[src/rtl/apb_spi_arbiter.sv]
// Round-robin arbiter that serialises single read/write transfers from NREQ
// requesters onto one APB master port, with a bounded PREADY wait.
module apb_spi_arbiter #(
    parameter int WIDTH   = 8,
    parameter int NREQ    = 4,
    parameter int TIMEOUT = 16
) (
    input  logic                  PCLK,
    input  logic                  reset,
    input  logic [NREQ-1:0]       req_valid,
    input  logic [NREQ-1:0]       req_write,
    input  logic [NREQ*WIDTH-1:0] req_addr,
    input  logic [NREQ*WIDTH-1:0] req_wdata,
    output logic [NREQ-1:0]       req_ready,
    output logic [NREQ-1:0]       rsp_valid,
    output logic [WIDTH-1:0]      rsp_rdata,
    output logic                  rsp_err,
    output logic                  rsp_timeout,
    output logic                  busy,
    output logic                  PSEL,
    output logic                  PENABLE,
    output logic                  PWRITE,
    output logic [WIDTH-1:0]      PADDR,
    output logic [WIDTH-1:0]      PWDATA,
    input  logic                  PREADY,
    input  logic                  PSLVERR,
    input  logic [WIDTH-1:0]      PRDATA
);

    localparam int IDX_W = (NREQ > 2) ? 2 : 1;
    localparam int CNT_W = (TIMEOUT > 2) ? $clog2(TIMEOUT) : 1;
    localparam logic [CNT_W-1:0] CNT_LAST = CNT_W'(TIMEOUT - 1);

    typedef enum logic [1:0] {
        S_IDLE   = 2'd0,
        S_SETUP  = 2'd1,
        S_ACCESS = 2'd2
    } state_t;

    state_t             r_state;
    state_t             w_state_next;
    logic [IDX_W-1:0]   r_ptr;
    logic [IDX_W-1:0]   r_gnt;
    logic [CNT_W-1:0]   r_cnt;
    logic               r_pwrite;
    logic [WIDTH-1:0]   r_paddr;
    logic [WIDTH-1:0]   r_pwdata;
    logic [NREQ-1:0]    r_rsp_valid;
    logic [WIDTH-1:0]   r_rsp_rdata;
    logic               r_rsp_err;
    logic               r_rsp_timeout;

    logic               w_any;
    logic [IDX_W-1:0]   w_gidx;
    logic               w_done;
    logic               w_tout;
    logic [NREQ-1:0]    w_req_ready;

    // Rotating priority search: walk offsets from the highest down so the
    // requester closest to r_ptr is the last (winning) assignment.
    always_comb begin
        int v_idx;
        v_idx  = 0;
        w_any  = 1'b0;
        w_gidx = '0;
        for (int k = NREQ - 1; k >= 0; k--) begin
            v_idx = int'(r_ptr) + k;
            if (v_idx >= NREQ) begin
                v_idx = v_idx - NREQ;
            end
            if (req_valid[v_idx]) begin
                w_any  = 1'b1;
                w_gidx = IDX_W'(v_idx);
            end
        end
    end

    generate
        for (genvar gi = 0; gi < NREQ; gi++) begin : g_ready
            assign w_req_ready[gi] = (r_state == S_IDLE) && w_any && !reset &&
                                     (w_gidx == IDX_W'(gi));
        end
    endgenerate

    always_comb begin
        w_state_next = r_state;
        w_done       = 1'b0;
        w_tout       = 1'b0;
        case (r_state)
            S_IDLE: begin
                if (w_any) begin
                    w_state_next = S_SETUP;
                end
            end
            S_SETUP: begin
                w_state_next = S_ACCESS;
            end
            S_ACCESS: begin
                if (PREADY) begin
                    w_done       = 1'b1;
                    w_state_next = S_IDLE;
                end else if (r_cnt == CNT_LAST) begin
                    w_done       = 1'b1;
                    w_tout       = 1'b1;
                    w_state_next = S_IDLE;
                end
            end
            default: begin
                w_state_next = S_IDLE;
            end
        endcase
    end

    always_ff @(posedge PCLK) begin
        if (reset) begin
            r_state       <= S_IDLE;
            r_ptr         <= '0;
            r_gnt         <= '0;
            r_cnt         <= '0;
            r_pwrite      <= 1'b0;
            r_paddr       <= '0;
            r_pwdata      <= '0;
            r_rsp_valid   <= '0;
            r_rsp_rdata   <= '0;
            r_rsp_err     <= 1'b0;
            r_rsp_timeout <= 1'b0;
        end else begin
            r_state     <= w_state_next;
            r_rsp_valid <= '0;
            case (r_state)
                S_IDLE: begin
                    if (w_any) begin
                        r_pwrite <= req_write[w_gidx];
                        r_paddr  <= req_addr[w_gidx*WIDTH +: WIDTH];
                        r_pwdata <= req_wdata[w_gidx*WIDTH +: WIDTH];
                        r_gnt    <= w_gidx;
                        r_ptr    <= (w_gidx == IDX_W'(NREQ - 1)) ? '0 : w_gidx + 1'b1;
                    end
                end
                S_SETUP: begin
                    r_cnt <= '0;
                end
                S_ACCESS: begin
                    if (w_done) begin
                        r_rsp_valid   <= NREQ'(1) << r_gnt;
                        r_rsp_rdata   <= (w_tout || r_pwrite) ? '0 : PRDATA;
                        r_rsp_err     <= w_tout | PSLVERR;
                        r_rsp_timeout <= w_tout;
                    end else begin
                        r_cnt <= r_cnt + 1'b1;
                    end
                end
                default: begin
                    r_cnt <= '0;
                end
            endcase
        end
    end

    assign req_ready   = w_req_ready;
    assign rsp_valid   = r_rsp_valid;
    assign rsp_rdata   = r_rsp_rdata;
    assign rsp_err     = r_rsp_err;
    assign rsp_timeout = r_rsp_timeout;
    assign busy        = (r_state != S_IDLE);
    assign PSEL        = (r_state != S_IDLE);
    assign PENABLE     = (r_state == S_ACCESS);
    assign PWRITE      = r_pwrite;
    assign PADDR       = r_paddr;
    assign PWDATA      = r_pwdata;

endmodule

[config.mk]
export PLATFORM = sky130hd
export DESIGN_NAME = apb_spi_arbiter
export DESIGN_NICKNAME = d
export VERILOG_FILES = /design/src/rtl/apb_spi_arbiter.sv
export SDC_FILE = /design/constraint.sdc
export NUM_CORES = 1
export LEC_CHECK = 0
export CORE_AREA = 3 3 74 76
export CTS_BUF_LIST = sky130_fd_sc_hd__clkbuf_4
export CTS_CLUSTER_DIAMETER = 150
export DETAILED_ROUTE_END_ITERATION = 10
export DIE_AREA = 0 0 77 79
export PLACE_DENSITY = 0.85
export SETUP_SLACK_MARGIN = 0.02
export SKIP_LAST_GASP = 1
export SYNTH_ARGS = -nofsm -noshare
export SYNTH_HDL_FRONTEND = slang
export SYNTH_SLANG_ARGS = --single-unit
export TNS_END_PERCENT = 100
[constraint.sdc]
create_clock -name PCLK -period 4.71 [get_ports PCLK]
set_input_delay 0.7065 -clock PCLK [delete_from_list [all_inputs] [get_ports PCLK]]
set_output_delay 0.7065 -clock PCLK [all_outputs]
set_load 0.005 [all_outputs]
; Word level (Yosys, flattened, before mapping)
; Cells that the tools add are included.
[word_totals]
elab_cells = 100
n_memories = 0
ramBits = 0
regBits = 41
latchBits = 0
romBits = 0
[classes]
add_sub_neg = 9
n_shift = 3
n_bitwise = 4
order_cmp = 9
muxes = 39
reduce_logical = 16
div_mod_pow = 0
n_mul = 0
eq_ne = 9
[ops]
columns = operator, n
row1 = "32-bit by 4-bit < comparator with 1-bit output, second input constant", 4
row2 = 32-bit two-way mux, 4
row3 = 32-bit by 6-bit variable part select with 8-bit output, 2
row4 = 1-bit two-way mux, 18
row5 = 2-bit two-way mux, 8
row6 = "3-bit by 3-bit subtractor with 4-bit output, second input constant", 3
row7 = 1-bit binary-select mux with 2-bit select, 5
row8 = "3-bit greater-or-equal comparator, second input constant", 3
row9 = 8-bit two-way mux, 1
row10 = 4-bit one-hot mux with 2 select lines, 1
row11 = 2-bit AND reduction, 4
row12 = "2-bit by 2-bit adder with 3-bit output, second input constant", 2
row13 = "2-bit == test, second input constant", 3
row14 = 1-bit logical AND, 6
row15 = 2-bit one-hot mux with 3 select lines, 1
row16 = "4-bit by 1-bit adder with 4-bit output, second input constant", 1
row17 = "2-bit by 1-bit == test with 1-bit output, second input constant", 2
row18 = "4-bit == test, second input constant", 1
row19 = 2-bit zero test, 2
row20 = 4-bit two-way mux, 1
row21 = "2-bit inequality test, second input constant", 2
row22 = "1-bit by 2-bit left shift with 4-bit output, first input constant", 1
row23 = "2-bit by 3-bit subtractor with 4-bit output, second input constant", 1
row24 = "2-bit by 1-bit adder with 3-bit output, second input constant", 1
row25 = 10 further kinds, 12

; Depth between registers and ports, before layout
[logic_depth]
word_depth = 13
ltp_mapped = 7
depth_no_buf = 6

; Worst setup path before layout
; OpenSTA, ideal clock, no wires.
[synth_path]
path_type = input -> output
from = in req_valid[0]
to = out req_ready[1]
setup_slack_ps = 2165
path_stages = 6
arrival_ps = 1838
path_cell_list = nor2b_1 -> or4_4 -> nand2_2 -> buf_2 -> inv_1 -> nor2_1
[synth_via]
elab_chain_cells = 10
elab_cells_between_ends = 24
classes_between = eq/ne: 1 / mux: 20 / reduce/logical: 3
[synth_lines]
columns = element, line_no
row1 = start: declaration, 10  ; input logic [NREQ-1:0] req_valid,
row2 = 1-bit binary-select mux with 2-bit select, 71  ; if (req_valid[v_idx]) begin
row3 = 1-bit two-way mux (implied by the code) (2 in a row), 71
row4 = 1-bit two-way mux (4 in a row), 71
row5 = 1-bit logical AND (2 in a row), 80  ; assign w_req_ready[gi] = (r_state == S_IDLE) && w_any && !reset &&
row6 = 1-bit logical AND *, 80
row7 = end: declaration, 14  ; output logic [NREQ-1:0] req_ready,
; Every way passes the cells marked *; elsewhere a longest branch is shown, timed or not. The select of a mux whose other input is x is not followed.

; Final worst setup path
[layout_path]
from = in req_valid[1]
to = out req_ready[3]
; Same word-level chain as after synthesis.

==> impl_metrics.json <==
{
  "grt_util_all_layers": 0.190,
  "design.core.area_um2": 4790,
  "cap_violations": 0,
  "grt_max_degree": 26,
  "hold_path.class": "reg2reg",
  "clk_pin_slew_ns": 0.12,
  "relSlewSlack": 0.563,
  "row_count": 25,
  "yosysSeqAreaShare": 0.419,
  "nNetsFinal": 408,
  "finalCriticalPeriod_ns": 3.69,
  "synthDistinctLibCells": 31,
  "ys_ff_latch": 41,
  "crit_chain": "clkdlybuf4s50_1 > nor2_2 > or4_4 > nand2_2 > inv_1 > nor2_1 > clkdlybuf4s50_1",
  "required_ns": 4.00,
  "hold_buffers": 0,
  "critPathMaxFanout": 15,
  "ctsResizeCount": 0,
  "clk_latency_ns": 0.35,
  "finClkSkew_ns": 0.0132,
  "yosys.area.top_type": "dfxtp_1",
  "timing.final.setup_violations": 0,
  "p_per_area_nw_per_um2": 284,
  "ir_worst_vdd_v": 0.000160,
  "area_growth_pct": 65.2,
  "critPathBufInv": 3,
  "numCtsBuffers": 5,
  "synth_area_leaders": "dfxtp_1 (42%), mux2i_1 (18%), o221ai_1 (8.1%)",
  "cts_max_path_buffers": 2,
  "fp.dieW_um": 77,
  "fin_setup_tns_ns": 0,
  "synth_nets": 289,
  "overflow": 0,
  "wl_per_cell_um": 14.7,
  "gp_congestion": 0.767,
  "grt_pass1_wl_um": 9340,
  "drt-total-wl_um": 5750,
  "fin_crit_sh": 0.783,
  "n_antenna_cell": 0,
  "drv_slew": 0,
  "final_cells": 391,
  "drt_iter0_drc": 85,
  "cts_sinks": 41,
  "cp-start-kind": "primary input",
  "synth-edff-count": 0,
  "yosysWarnings": 0,
  "io_buffers": 121,
  "place_hpwl_um": 4480,
  "synthFlopType": "dfxtp_1",
  "cp-end-kind": "output pin",
  "antenna_left": 0,
  "vias_per_cell": 5.02,
  "cts_setup_buffers": 0,
  "die_y_um": 79,
  "ctsHtreeMaxLevel": 2,
  "crit_type": "in2out",
  "fmax_ghz": 0.271,
  "cpMostUsedCell": "clkdlybuf4s50_1",
  "via_count": 1964,
  "leakagePower_nw": 1.22,
  "cp.arrival_ns": 2.98,
  "slowest_delay_ns": 0.56,
  "yosysMostFrequentCell": "dfxtp_1",
  "status": "completed",
  "hold_viol_final": 0,
  "syn_avg_cell_area_um2": 9.59,
  "rsz0062_at_grt": "no",
  "dp.cells": 383,
  "cts-root-buf": "clkbuf_4",
  "first_pass_iters": 4,
  "yosys.area.top_type_share": 0.419,
  "crit_slowest_cell": "clkdlybuf4s50_1",
  "async_flop_share": 0,
  "tightestPinTransition_ns": 0.654,
  "cts_tree": "done",
  "initial_utilization": 0.409,
  "n_fill_cell": 407,
  "dieArea_um2": 6080,
  "io_pins": 122,
  "drive_above_1_share": 0.0494,
  "syn-cell-area_um2": 1960,
  "grt_pass1_vias": 1942,
  "syn-instance-count": 204,
  "synthTopCellsByCount": "dfxtp_1 (41), mux2i_1 (35), nand2_1 (22), nor2_1 (22), o221ai_1 (18)",
  "grt_antenna_before_repair": 0,
  "worst_path_dominant_cell_family": "buffers and inverters",
  "drcViolationCount": 0
}
stage by stage:
| step | hold WS (ns) | utilization | setup slack [ns] | instance area [um2] | power [W] |
|---|---|---|---|---|---|
| after floorplan | 0.451 | - | 2.17 | 1960 | 0.000600 |
| after global placement | 0.442 | 0.664 | 1.07 | 3180 | 0.000750 |
| after detailed placement | 0.452 | 0.664 | 1.04 | 3180 | 0.000756 |
| after CTS | 0.480 | 0.676 | 1.03 | 3230 | 0.000930 |
| after global routing | 0.512 | 0.676 | 0.899 | 3230 | 0.000974 |
| final | 0.480 | 0.676 | 1.02 | 3230 | 0.000919 |
worst paths after layout:
kind,cells past startpoint,to,slack (ns),from
max,7,req_ready[3],1.02,req_valid[1]
min,2,PWDATA[6]$_SDFFE_PP0P_,0.48,PWDATA[6]$_SDFFE_PP0P_
max reg2reg,6,PADDR[5]$_SDFFE_PP0P_,2.39,r_ptr[0]$_SDFFE_PP0P_
min reg2reg,2,PWDATA[6]$_SDFFE_PP0P_,0.48,PWDATA[6]$_SDFFE_PP0P_
flip-flops by register name, summed over array words and instances (netlist names):
register	count
rsp_err	1
rsp_timeout	1
PWRITE	1
r_cnt	4
PADDR	8
r_state	2
r_ptr	2
r_gnt	2
rsp_rdata	8
rsp_valid	4
PWDATA	8
cell usage in the layout (no fill, tap or decap), types with 2 or more instances in the layout:
cell and count:
a211oi_1 2, a21o_1 2, a21oi_1 6, a22oi_1 8, buf_4 4, clkbuf_4 5
clkdlybuf4s50_1 121, clkinv_2 2, dfxtp_1 41, inv_1 2, mux2i_1 35, nand2_1 22
nand2b_1 2, nand3_1 2, nor2_1 22, nor2_2 2, nor2b_1 6, nor3_1 6
nor4b_1 2, o221ai_1 18, xnor2_1 2, xor2_1 2
power breakdown:
part	internal [W]	leakage [nW]	total (W)	switching, W
registers	0.000386	0.335	0.000413	0.0000269
logic	0.000201	0.855	0.000333	0.000132
clock network	0.0000564	0.0310	0.000173	0.000117
total	0.000643	1.22	0.000919	0.000276
kinds of logic after synthesis:
| family | count (synthesis) | synth area share |
|---|---|---|
| flops | 41 | 0.419 |
| xor+xnor | 4 | 0.0179 |
| compound gates | 39 | 0.154 |
| mux | 35 | 0.179 |
| buf+inv | 15 | 0.0569 |
| fa+ha+maj | 1 | 0.00639 |
| simple gates | 69 | 0.166 |
cell type report:
class,count,area (um2),area share
clock buffers,5,37.5,0.0116
multi-input cells,148,1020,0.317
clock inverters,3,17.5,0.00542
inverters,2,7.51,0.00232
flip-flops and latches,41,821,0.254
well taps,67,83.8,0.0259
repair buffers,125,1240,0.384
worst min-delay path, cell delays in order (launching register included):
cell and delay, ns:
dfxtp_1 0.35, nand2_1 0.05, o221ai_1 0.06
per-layer routing:
| layer | part of all wire | vias to the layer above | GRT usage |
|---|---|---|---|
| met2 | 0.52 | 62 | 0.331 |
| met3 | 0.057 | 11 | 0.0522 |
| met4 | 0.019 | 0 | 0.0747 |
| met1 | 0.41 | 907 | 0.221 |
| li1 | - | 984 | - |
| met5 | 0 | - | 0 |
(Power assumes the default switching activity.)
